File: src/rtl/iomem_gpio_bank.sv
// WIDTH-pin GPIO bank for the picosoc iomem bus: output/direction registers, synchronised inputs,
// edge-triggered interrupts. Optional input debounce is enabled by defining GPIO_DEBOUNCE_EN.
module iomem_gpio_bank #(
   parameter int               WIDTH           = 8,
   parameter logic [7:0]       BASE_ADDR       = 8'h03,
   parameter logic [WIDTH-1:0] INVERT_IN       = '0,
   parameter int               DEBOUNCE_CYCLES = 16000
) (
   input  logic             clk,
   input  logic             resetn,
   input  logic             iomem_valid,
   output logic             iomem_ready,
   input  logic [3:0]       iomem_wstrb,
   input  logic [31:0]      iomem_addr,
   input  logic [31:0]      iomem_wdata,
   output logic [31:0]      iomem_rdata,
   input  logic [WIDTH-1:0] gpio_in,
   output logic [WIDTH-1:0] gpio_out,
   output logic [WIDTH-1:0] gpio_oe,
   output logic             irq
);

   localparam logic [7:0] OFF_OUT  = 8'h00;
   localparam logic [7:0] OFF_IN   = 8'h04;
   localparam logic [7:0] OFF_DIR  = 8'h08;
   localparam logic [7:0] OFF_MASK = 8'h0C;
   localparam logic [7:0] OFF_STAT = 8'h10;
   localparam logic [7:0] OFF_ESEL = 8'h14;

   logic             sel;
   logic             wr_en;
   logic [7:0]       off;
   logic [31:0]      wmask;
   logic [31:0]      rd_val;
   logic [WIDTH-1:0] mask_r;
   logic [WIDTH-1:0] status_r;
   logic [WIDTH-1:0] esel_r;
   logic [WIDTH-1:0] w1c;
   logic [WIDTH-1:0] sync1;
   logic [WIDTH-1:0] sync2;
   logic [WIDTH-1:0] in_s;
   logic [WIDTH-1:0] in_d;
   logic [WIDTH-1:0] in_p;
   logic [WIDTH-1:0] rise;
   logic [WIDTH-1:0] fall;
   logic [WIDTH-1:0] edge_det;
   logic             primed;
   logic [1:0]       prime_cnt;
   logic             unused_addr;

   assign unused_addr = ^iomem_addr[23:8];

   assign sel   = iomem_valid && !iomem_ready && (iomem_addr[31:24] == BASE_ADDR);
   assign wr_en = sel && (iomem_wstrb != 4'b0000);
   assign off   = iomem_addr[7:0];
   assign wmask = {{8{iomem_wstrb[3]}}, {8{iomem_wstrb[2]}}, {8{iomem_wstrb[1]}}, {8{iomem_wstrb[0]}}};

   function automatic logic [WIDTH-1:0] merge(input logic [WIDTH-1:0] old,
                                              input logic [31:0]      wd,
                                              input logic [31:0]      m);
      logic [31:0] r;
      r = (32'(old) & ~m) | (wd & m);
      return r[WIDTH-1:0];
   endfunction

   assign w1c = (wr_en && off == OFF_STAT) ? WIDTH'(iomem_wdata & wmask) : '0;

   always_comb begin
      rd_val = '0;
      case (off)
         OFF_OUT:  rd_val = 32'(gpio_out);
         OFF_IN:   rd_val = 32'(in_d);
         OFF_DIR:  rd_val = 32'(gpio_oe);
         OFF_MASK: rd_val = 32'(mask_r);
         OFF_STAT: rd_val = 32'(status_r);
         OFF_ESEL: rd_val = 32'(esel_r);
         default:  rd_val = '0;
      endcase
   end

   // Input path: two-flop synchroniser, polarity fix, optional debounce, one-cycle delay for edges.
   assign in_s = sync2 ^ INVERT_IN;

   always_ff @(posedge clk) begin
      if (!resetn) begin
         sync1     <= '0;
         sync2     <= '0;
         in_p      <= '0;
         primed    <= 1'b0;
         prime_cnt <= 2'd0;
      end else begin
         sync1 <= gpio_in;
         sync2 <= sync1;
         in_p  <= in_d;
         if (!primed) begin
            prime_cnt <= prime_cnt + 2'd1;
            primed    <= (prime_cnt == 2'd2);
         end
      end
   end

`ifdef GPIO_DEBOUNCE_EN
   localparam int PW = (DEBOUNCE_CYCLES > 1) ? $clog2(DEBOUNCE_CYCLES) : 1;

   logic [PW-1:0]    presc;
   logic             tick;
   logic [WIDTH-1:0] smp;
   logic [WIDTH-1:0] agree;

   assign tick  = (presc == PW'(DEBOUNCE_CYCLES - 1));
   assign agree = ~(in_s ^ smp);

   // A bit moves only when two consecutive tick samples agree.
   always_ff @(posedge clk) begin
      if (!resetn) begin
         presc <= '0;
         smp   <= '0;
         in_d  <= '0;
      end else begin
         presc <= tick ? '0 : presc + PW'(1);
         if (tick) begin
            smp  <= in_s;
            in_d <= (in_d & ~agree) | (in_s & agree);
         end
      end
   end
`else
   assign in_d = in_s;
`endif

   assign rise     = in_d & ~in_p;
   assign fall     = ~in_d & in_p;
   assign edge_det = primed ? ((esel_r & rise) | (~esel_r & fall)) : '0;

   always_ff @(posedge clk) begin
      if (!resetn) begin
         iomem_ready <= 1'b0;
         iomem_rdata <= '0;
         gpio_out    <= '0;
         gpio_oe     <= '0;
         mask_r      <= '0;
         status_r    <= '0;
         esel_r      <= '0;
         irq         <= 1'b0;
      end else begin
         iomem_ready <= sel;
         iomem_rdata <= sel ? rd_val : 32'h0;
         if (wr_en) begin
            case (off)
               OFF_OUT:  gpio_out <= merge(gpio_out, iomem_wdata, wmask);
               OFF_DIR:  gpio_oe  <= merge(gpio_oe, iomem_wdata, wmask);
               OFF_MASK: mask_r   <= merge(mask_r, iomem_wdata, wmask);
               OFF_ESEL: esel_r   <= merge(esel_r, iomem_wdata, wmask);
               default:  ;
            endcase
         end
         // A new edge wins over a simultaneous write-1-to-clear of the same bit.
         status_r <= (status_r & ~w1c) | edge_det;
         irq      <= |(status_r & mask_r);
      end
   end

endmodule

File: config.mk
export PLATFORM = sky130hd
export DESIGN_NAME = iomem_gpio_bank
export DESIGN_NICKNAME = d
export VERILOG_FILES = /design/src/rtl/iomem_gpio_bank.sv
export SDC_FILE = /design/constraint.sdc
export NUM_CORES = 1
export LEC_CHECK = 0
export ABC_AREA = 1
export CORE_ASPECT_RATIO = 1.4
export CORE_MARGIN = 8
export CORE_UTILIZATION = 40
export DETAILED_ROUTE_END_ITERATION = 8
export PLACE_DENSITY = 0.81
export SETUP_SLACK_MARGIN = 0.2
export SYNTH_ARGS = -nofsm -noshare
export SYNTH_HDL_FRONTEND = slang
export SYNTH_SLANG_ARGS = --single-unit
File: constraint.sdc
create_clock -name clk -period 1.5 [get_ports clk]
set_clock_uncertainty 0.2 [all_clocks]
set_input_delay 0.225 -clock clk [delete_from_list [all_inputs] [get_ports clk]]
set_output_delay 0.225 -clock clk [all_outputs]
set_load 0.05 [all_outputs]
# Word level (Yosys, flattened, before mapping)
# Index checks and enable logic that the tools add are counted.
# word_totals
regBits,101
latchBits,0
ramBits,0
mem_bits_ro,0
input_bits,79
out_inout_bits,50
wordCells,60
mem_count,0
# classes
add_sub_neg,1
n_mul,0
div,0
order_cmp,0
eq_ne,7
shift,0
n_mux,4
bitwise_logic,22
reduce_logical,13
# op_table
op,n
bitwise AND 8 bit,11
OR 8 bit,6
case mux 8 bit (6 select lines),1
NOT 8 bit,5
== test 8 x 4 -> 1 bit (second input constant),2
== test 8 x 5 -> 1 bit (second input constant),2
two-way mux 8 bit,2
AND reduction 2 bit,5
== test 8 x 2 -> 1 bit (second input constant),1
== test 8 x 3 -> 1 bit (second input constant),1
logical NOT 8 bit,1
OR reduction 8 bit,1
logical AND 1 bit,4
nonzero test 4 bit,1
adder 2 x 1 -> 2 bit (second input constant),1
== test 2 bit (second input constant),1
logical NOT 1 bit,1
two-way mux 1 bit,1

# Logic depth before layout (Yosys ltp)
# Gate-level depths: netlist (run 1).
# logic_depth
ltp_word,9
ltp_mapped,10
ltp_nobuf,9

# Worst setup path after synthesis (run 1)
# Ideal clock, no wire load.
# synth_path
kind,reg2reg
start,reg iomem_ready
end,reg (tool-made name)
setup_time_ps,113
t_arrival_ps,1374
required_ps,1187
path_slack_ps,-187
stages_incl_launch_ff,8
path_buffers,1
period_less_slack_ps,1687
cell_sequence,dfxtp_1 nor2_2 nand3_2 nor2_8 nand3b_4 buf_6 nor2_1 nor2_1
# synth_lines
item,line_no,rtl
start: declaration,12,"output logic iomem_ready,"
start signal: assignment,146,iomem_ready <= sel;

==> results by group, run 1 <==
Layout
  • Antenna Diode Count: 0
  • Final Core Density: 60.57%
  • Most used cells in the layout excluding fill and tap cells: 104 x sky130_fd_sc_hd__nand2_1, 86 x sky130_fd_sc_hd__inv_1, 67 x sky130_fd_sc_hd__nor2_1
  • Share of post-route cells with drive strength above 1: 30.06%
  • Final nets: 739
  • Total non-filler cell area in the finished layout: 0.005665 mm²
  • Number of filler cells placed in the layout: 803
  • Area Growth Syn to Fin: 48.90%
  • Post-layout instance count excluding filler cells: 772
  • Most common library cell in the layout ignoring fill and taps: sky130_fd_sc_hd__nand2_1

STA
  • Number of setup violations in the final report: 43
  • Period utilization: 106.9%
  • Worst setup margin: -103.6 ps
  • Worst hold margin: 18.46 ps
  • RSZ-0062 raised after global routing: yes
  • Min Clock Period, post-route: 1604 ps
  • Highest attainable clock frequency: 0.6236 GHz
  • Final-report hold violation count: 0
  • Slew Limit Fails: 0
  • Setup_tns: -2190 ps

Logic synthesis
  • Flops & latches, synth: 77
  • Number of distinct library cell variants in the gate-level netlist after synthesis: 27
  • Most area-hungry cell type in the Yosys netlist: sky130_fd_sc_hd__dfxtp_1
  • Synthesized area per cell: 6.868 µm²
  • Netlist area before placement: 0.003805 mm²
  • Warning count from the yosys run: 0
  • Top cells by area in the synthesized netlist: sky130_fd_sc_hd__dfxtp_1 41%, sky130_fd_sc_hd__nand2_1 13%, sky130_fd_sc_hd__inv_1 9.1%
  • Post-synth top area share: 40.51%
  • Portion of the post-synthesis area used by sequential elements: 40.51%
  • Number of standard cells after synthesis: 554

Routing
  • Total length of routed met3 wires: 816 µm
  • Detailed-route wire length on metal 1: 4362 µm
  • Routed length on met2: 6441 µm
  • Routed vias/inst: 4.969
  • Highest metal layer with signal wires: met4
  • Vias post-DR: 3,836
  • DRC viols: 0
  • Per-cell routed wire length: 15.78 µm
  • WL final: 12,190 µm
  • Number of violations reported at the end of detailed-routing iteration 0: 380
  • Drt pass-1 iters: 5
  • Antenna-violating nets left: 0

Floorplanning
  • Overall die height: 131.4 µm
  • Area of the core: 0.009354 mm²
  • IO Count: 129
  • Area of the die: 0.01293 mm²
  • Die span in x: 98.43 µm
  • Initial cell density of the core: 40.68%
  • Core Rows: 42

Pwr
  • Total chip power: 4.510 mW
  • Largest voltage drop on the vdd net: 0.6571 mV
  • Leakage dissipation: 2.844 nW
  • P per Cell Area: 796.1 mW/mm²

Critical path
  • Longest individual stage delay on the worst path: 350 ps
  • Startpoint type of the worst setup path: flip-flop
  • Crit Reg-Reg Startpoint: iomem_ready
  • Register-to-register setup slack: -100 ps
  • Most frequent cell on the critical path: sky130_fd_sc_hd__nor2_1
  • Series of cell instances along the critical path: nor2_4 > nand3_4 > nor2_8 > buf_4 > buf_12 > nand3b_4 > nor2_1 > nor2_1
  • Slowest cell on crit path: sky130_fd_sc_hd__dfxtp_4
  • Critical path class: reg -> reg
  • Worst setup EP type: flip-flop
  • Required time reported for the critical path endpoint: 1520 ps
  • Largest fanout on the critical path: 8
  • Worst endpoint data arrival time: 1620 ps
  • R2R cell count: 8

Outcome
  • Violated checks: negative setup slack
  • Result of the run: finished, violations left

Place
  • Global placer's final weighted congestion: 0.8900
  • Placed inst area: 0.004888 mm²
  • Detailed-placement wirelength estimate: 8365 µm
  • Number of buffer cells added on primary ports: 61
  • Setup slack at placement: -560.7 ps
  • Count of placed standard cells including taps: 739

CTS
  • Root Buffer Master: sky130_fd_sc_hd__clkbuf_16
  • TritonCTS buffer count: 9
  • Clock sink count: 77
  • Clock latency at the later pin of the worst-skew pair: 330 ps
  • Clock tree from TritonCTS: built
  • Clock transition at path regs: 60 ps
  • Maximum count of clock buffers along a single path: 2
  • Number of hold buffers added after CTS: 0
  • CTS HTree Levels: 3

Global routing
  • Number of antenna violations at the first check in global routing: 0
  • Gr usage total: 18.13%
  • Wire length of the first global-routing pass: 18,610 µm
  • Via count of the first global-routing pass: 3,904
  • Maximum number of pins on one net before global-route repair: 38
  • Total congestion overflow: 0

Flow run
  • Number of max-cap violations: 0

Min path
  • Startpoint of the worst hold path: resetn
  • Path class of the lowest-slack min-delay path: in -> reg
  • Cell depth of the worst min-delay path: 3
==> logic make-up (layout without fill, tap and decap cells) <==
family | count (synthesis) | in the layout | synth area share (%)
other | 1 | 24 | 0.09856
AOI/OAI and AO/OA | 54 | 54 | 7.826
adders and majority gates | 1 | 1 | 0.3288
and+or+nand+nor | 280 | 284 | 33.90
DFF | 77 | 77 | 40.51
buffers and inverters | 141 | 222 | 17.33
==> per-layer routing <==
| layer | vias to the layer above | GRT usage, % |
|---|---|---|
| li1 | 1839 | - |
| met1 | 1765 | 18.46 |
| met2 | 184 | 32.13 |
| met3 | 48 | 3.858 |
| met4 | 0 | 12.60 |
| met5 | - | 0 |
==> cell type report <==
| class | instances | area [µm²] | share of cell area [%] |
|---|---|---|---|
| inverters | 99 | 371.6 | 6.559 |
| clock buffers | 11 | 232.7 | 4.108 |
| well taps | 110 | 137.6 | 2.429 |
| flip-flops and latches | 77 | 1580 | 27.89 |
| multi-input cells | 363 | 1998 | 35.27 |
| clock inverters | 3 | 15.01 | 0.2650 |
| repair buffers | 109 | 1330 | 23.48 |
==> power by group <==
part	switching, mW	internal, mW	leakage, nW
Clock	0.774	1.09	0.125
Sequential	0.0449	2.09	0.637
Combinational	0.340	0.173	2.08
Total	1.16	3.35	2.84
==> what timing repair did <==
item / 4_1_cts / 5_1_grt
setup buffers: 10 / 5
pin swaps: 26 / 16
endpoints found under the setup margin: 64 / 58
gates cloned: 3 / 1
endpoints found under the hold margin: 0 / 0
resized for setup: 66 / 64
==> cell usage after synthesis (all sizes together) <==
cell / n
nand2: 137
a21oi: 19
nand3: 51
nor2: 89
buf: 38
dfxtp: 77
o21ai: 25
inv: 99
conb: 1
clkbuf: 4
nand3b: 3
a221oi: 2
o21bai: 8
ha: 1
==> worst max-delay path, delay by kind of cell (launching register included) <==
family / cells / cell delay [ps]
AND/OR/NAND/NOR: 6 / 720
flip-flops: 1 / 350
buffers and inverters: 2 / 240
==> how the worst max path moves through the flow <==
| stage | depth (start not counted) | startpoint | slack [ps] | to |
|---|---|---|---|---|
| finish | 8 | iomem_ready | -100 | flip-flop |
| global route | 9 | iomem_ready | -190 | flip-flop |
| global placement | 8 | iomem_addr[4] | -510 | flip-flop |
| detailed placement | 8 | iomem_addr[1] | -560 | iomem_rdata[3] |
| floorplan | 7 | iomem_ready | 30 | flip-flop |
| CTS | 8 | iomem_ready | -160 | flip-flop |
Power figures use the tool's default switching activity.
==> inputs of run 2 (changes only) <==
--- a/config.mk
+++ b/config.mk
@@ -9,6 +9,7 @@
 export CORE_ASPECT_RATIO = 1.4
 export CORE_MARGIN = 8
 export CORE_UTILIZATION = 40
+export CTS_CLUSTER_SIZE = 30
 export DETAILED_ROUTE_END_ITERATION = 8
 export PLACE_DENSITY = 0.81
 export SETUP_SLACK_MARGIN = 0.2
==> results of run 2 <==
The final DEF is identical to that of run 1; final timing and power are the same.
==> inputs of run 3 (changes only) <==
--- a/config.mk
+++ b/config.mk
@@ -11,7 +11,7 @@
 export CORE_UTILIZATION = 40
 export CTS_CLUSTER_SIZE = 30
 export DETAILED_ROUTE_END_ITERATION = 8
-export PLACE_DENSITY = 0.81
+export PLACE_DENSITY = 0.78
 export SETUP_SLACK_MARGIN = 0.2
 export SYNTH_ARGS = -nofsm -noshare
 export SYNTH_HDL_FRONTEND = slang
==> constraint.sdc (replaced) <==
create_clock -name clk -period 2 [get_ports clk]
set_clock_uncertainty 0.2 [all_clocks]
set_input_delay 0.3 -clock clk [delete_from_list [all_inputs] [get_ports clk]]
set_output_delay 0.3 -clock clk [all_outputs]
set_load 0.05 [all_outputs]
==> results by group, run 3 (synthesized netlist as in run 1, its figures left out) <==
CTS
  • CTS-repair resized insts: 3 (was 66)
  • CTS HTree Levels: 3 (unchanged)
  • Clock latency at the later pin of the worst-skew pair: 340 ps (was 330 ps)
  • Post-CTS Setup Bufs: 0 (was 10)
  • Clock transition at path regs: 60 ps (about the same)
  • Number of hold buffers added after CTS: 0 (unchanged)
  • Maximum count of clock buffers along a single path: 2 (unchanged)
  • Root Buffer Master: sky130_fd_sc_hd__clkbuf_16 (unchanged)
  • Clock sink count: 77 (unchanged)
  • Clock tree from TritonCTS: built (unchanged)
  • TritonCTS buffer count: 9 (unchanged)

Place
  • Count of placed standard cells including taps: 731 (was 739)
  • Detailed-placement wirelength estimate: 7564 µm (was 8365 µm)
  • Number of buffer cells added on primary ports: 61 (unchanged)
  • Global placer's final weighted congestion: 0.8431 (was 0.8900)
  • Setup slack at placement: -85.37 ps (was -560.7 ps)

Global routing
  • Number of antenna violations at the first check in global routing: 0 (unchanged)
  • Wire length of the first global-routing pass: 16,300 µm (was 18,610 µm)
  • Gr usage total: 15.71% (was 18.13%)
  • Maximum number of pins on one net before global-route repair: 57 (was 38)
  • Via count of the first global-routing pass: 3,558 (was 3,904)
  • Total congestion overflow: 0 (unchanged)

Layout
  • Area Growth Syn to Fin: 25.68% (was 48.90%)
  • Final nets: 712 (was 739)
  • Antenna Diode Count: 0 (unchanged)
  • Most common library cell in the layout ignoring fill and taps: sky130_fd_sc_hd__nand2_1 (unchanged)
  • Most used cells in the layout excluding fill and tap cells: 128 x sky130_fd_sc_hd__nand2_1, 92 x sky130_fd_sc_hd__inv_1, 80 x sky130_fd_sc_hd__nor2_1 (was 104 x sky130_fd_sc_hd__nand2_1, 86 x sky130_fd_sc_hd__inv_1, 67 x sky130_fd_sc_hd__nor2_1)
  • Share of post-route cells with drive strength above 1: 14.33% (was 30.06%)
  • Post-layout instance count excluding filler cells: 745 (was 772)

STA
  • Number of setup violations in the final report: 0 (was 43)
  • Worst setup margin: 241.4 ps (was -103.6 ps)
  • Period utilization: 87.93%
  • Highest attainable clock frequency: 0.5686 GHz
  • Max-slew headroom at the worst pin: 66.54%
  • Slew Limit Fails: 0 (unchanged)
  • RSZ-0062 raised after global routing: yes (unchanged)
  • Worst slew pin tran: 501.2 ps
  • Final-report hold violation count: 0 (unchanged)
  • Min Clock Period, post-route: 1759 ps

Critical path
  • Register-to-register setup slack: 380 ps (was -100 ps)
  • End point of the critical path: iomem_rdata[6]
  • Largest fanout on the critical path: 8 (unchanged)
  • Crit Reg-Reg Startpoint: iomem_ready (unchanged)
  • Required time reported for the critical path endpoint: 2070 ps (was 1520 ps)
  • Worst endpoint data arrival time: 1830 ps (was 1620 ps)
  • Worst setup EP type: flip-flop (unchanged)
  • Critical path class: in -> reg (was reg -> reg)
  • Critical path origin: iomem_addr[2] (was iomem_ready)
  • R2R cell count: 7 (was 8)
  • Startpoint type of the worst setup path: primary input (was flip-flop)

Pwr
  • Sequential cell fraction of total power: 45.5% (was 47.3%)
  • Part of the power in the clock network: 44.5% (was 41.4%)
  • Logic pwr share: 10.0% (was 11.4%)
  • Largest voltage drop on the vdd net: 0.4403 mV (was 0.6571 mV)
  • Power dissipated by switching net loads: 0.8487 mW (was 1.158 mW)
  • Switching fraction of total power: 24.07% (was 25.68%)
  • P per Cell Area: 737.3 mW/mm² (was 796.1 mW/mm²)
  • Internal: 2.677 mW (was 3.352 mW)
  • Leakage dissipation: 2.509 nW (was 2.844 nW)

Min path
  • Startpoint of the worst hold path: resetn (unchanged)
  • Path class of the lowest-slack min-delay path: in -> reg (unchanged)

Floorplanning
  • Area of the die: 0.01293 mm² (unchanged)
  • Overall die height: 131.4 µm (unchanged)
  • Core Rows: 42 (unchanged)
  • Area of the core: 0.009354 mm² (unchanged)
  • IO Count: 129 (unchanged)
  • Initial cell density of the core: 40.68% (unchanged)
  • Die span in x: 98.43 µm (unchanged)

Routing
  • Routed vias/inst: 4.659 (was 4.969)
  • WL final: 10,120 µm (was 12,190 µm)
  • Drt pass-1 iters: 4 (was 5)
  • Number of violations reported at the end of detailed-routing iteration 0: 223 (was 380)
  • Antenna-violating nets left: 0 (unchanged)
  • Per-cell routed wire length: 13.59 µm (was 15.78 µm)
  • Vias post-DR: 3,471 (was 3,836)
  • DRC viols: 0 (unchanged)

Flow run
  • Number of max-cap violations: 0 (unchanged)

Outcome
  • Result of the run: finished clean (was finished, violations left)
## run 3: final cells by class
type / instances / area [µm²]
sequential: 77 / 1541
tap: 110 / 137.6
timing repair buffer: 86 / 757.0
inverter: 99 / 371.6
clock buffer: 12 / 246.5
clock inverter: 2 / 35.03
multi-input combinational: 359 / 1693
fill: 950 / 4572
## run 3: worst min-delay path by stage
stage                     cells past startpoint      endpoint  slack [ps]
final                                         3  prime_cnt[0]          80
after global routing                          3  prime_cnt[0]          80
after CTS                                     3  prime_cnt[0]          80
after detailed placement                      2       in_d[6]         200
after global placement                        2       in_d[2]         190
after floorplan                               2       in_d[0]         190
## run 3: power by group through the flow
| stage | Combinational (mW) | Clock, mW | Sequential, mW |
|---|---|---|---|
| 3_5_place_dp | 0.352 | 0 | 1.64 |
| 2_1_floorplan | 0.262 | 0 | 1.62 |
| 4_1_cts | 0.354 | 1.60 | 1.60 |
| 6_report | 0.354 | 1.57 | 1.60 |
| 5_1_grt | 0.382 | 1.67 | 1.61 |
| 3_3_place_gp | 0.343 | 0 | 1.63 |
## run 3: worst max-delay path, stage by stage
cell,delay [ps]
sky130_fd_sc_hd__clkdlybuf4s50_1,460
sky130_fd_sc_hd__inv_1,110
sky130_fd_sc_hd__nand2_2,90
sky130_fd_sc_hd__nor2_8,130
sky130_fd_sc_hd__nand2_1,210
sky130_fd_sc_hd__o21ai_0,330
sky130_fd_sc_hd__nor2_1,70
sky130_fd_sc_hd__a21oi_1,110
## run 3: through the flow
step,hold slack (ps),util (%),cell area (µm²),power (mW),TNS [ps]
floorplan,190.5,-,3891,1.880,0
global placement,192.8,48.13,4502,1.976,-715.7
detailed placement,197.4,48.13,4502,1.989,-1523
CTS,83.36,51.10,4780,3.560,0
global route,77.56,51.12,4782,3.662,0
finish,84.56,51.12,4782,3.526,0
## run 3: routing by layer
layer | track usage [%] | part of all wire (%) | routed length [µm]
met3 | 4.387 | 5.2 | 525
met1 | 15.98 | 40 | 4071
met4 | 9.769 | 3.8 | 385
met2 | 27.62 | 51 | 5139
met5 | 0 | 0 | 0
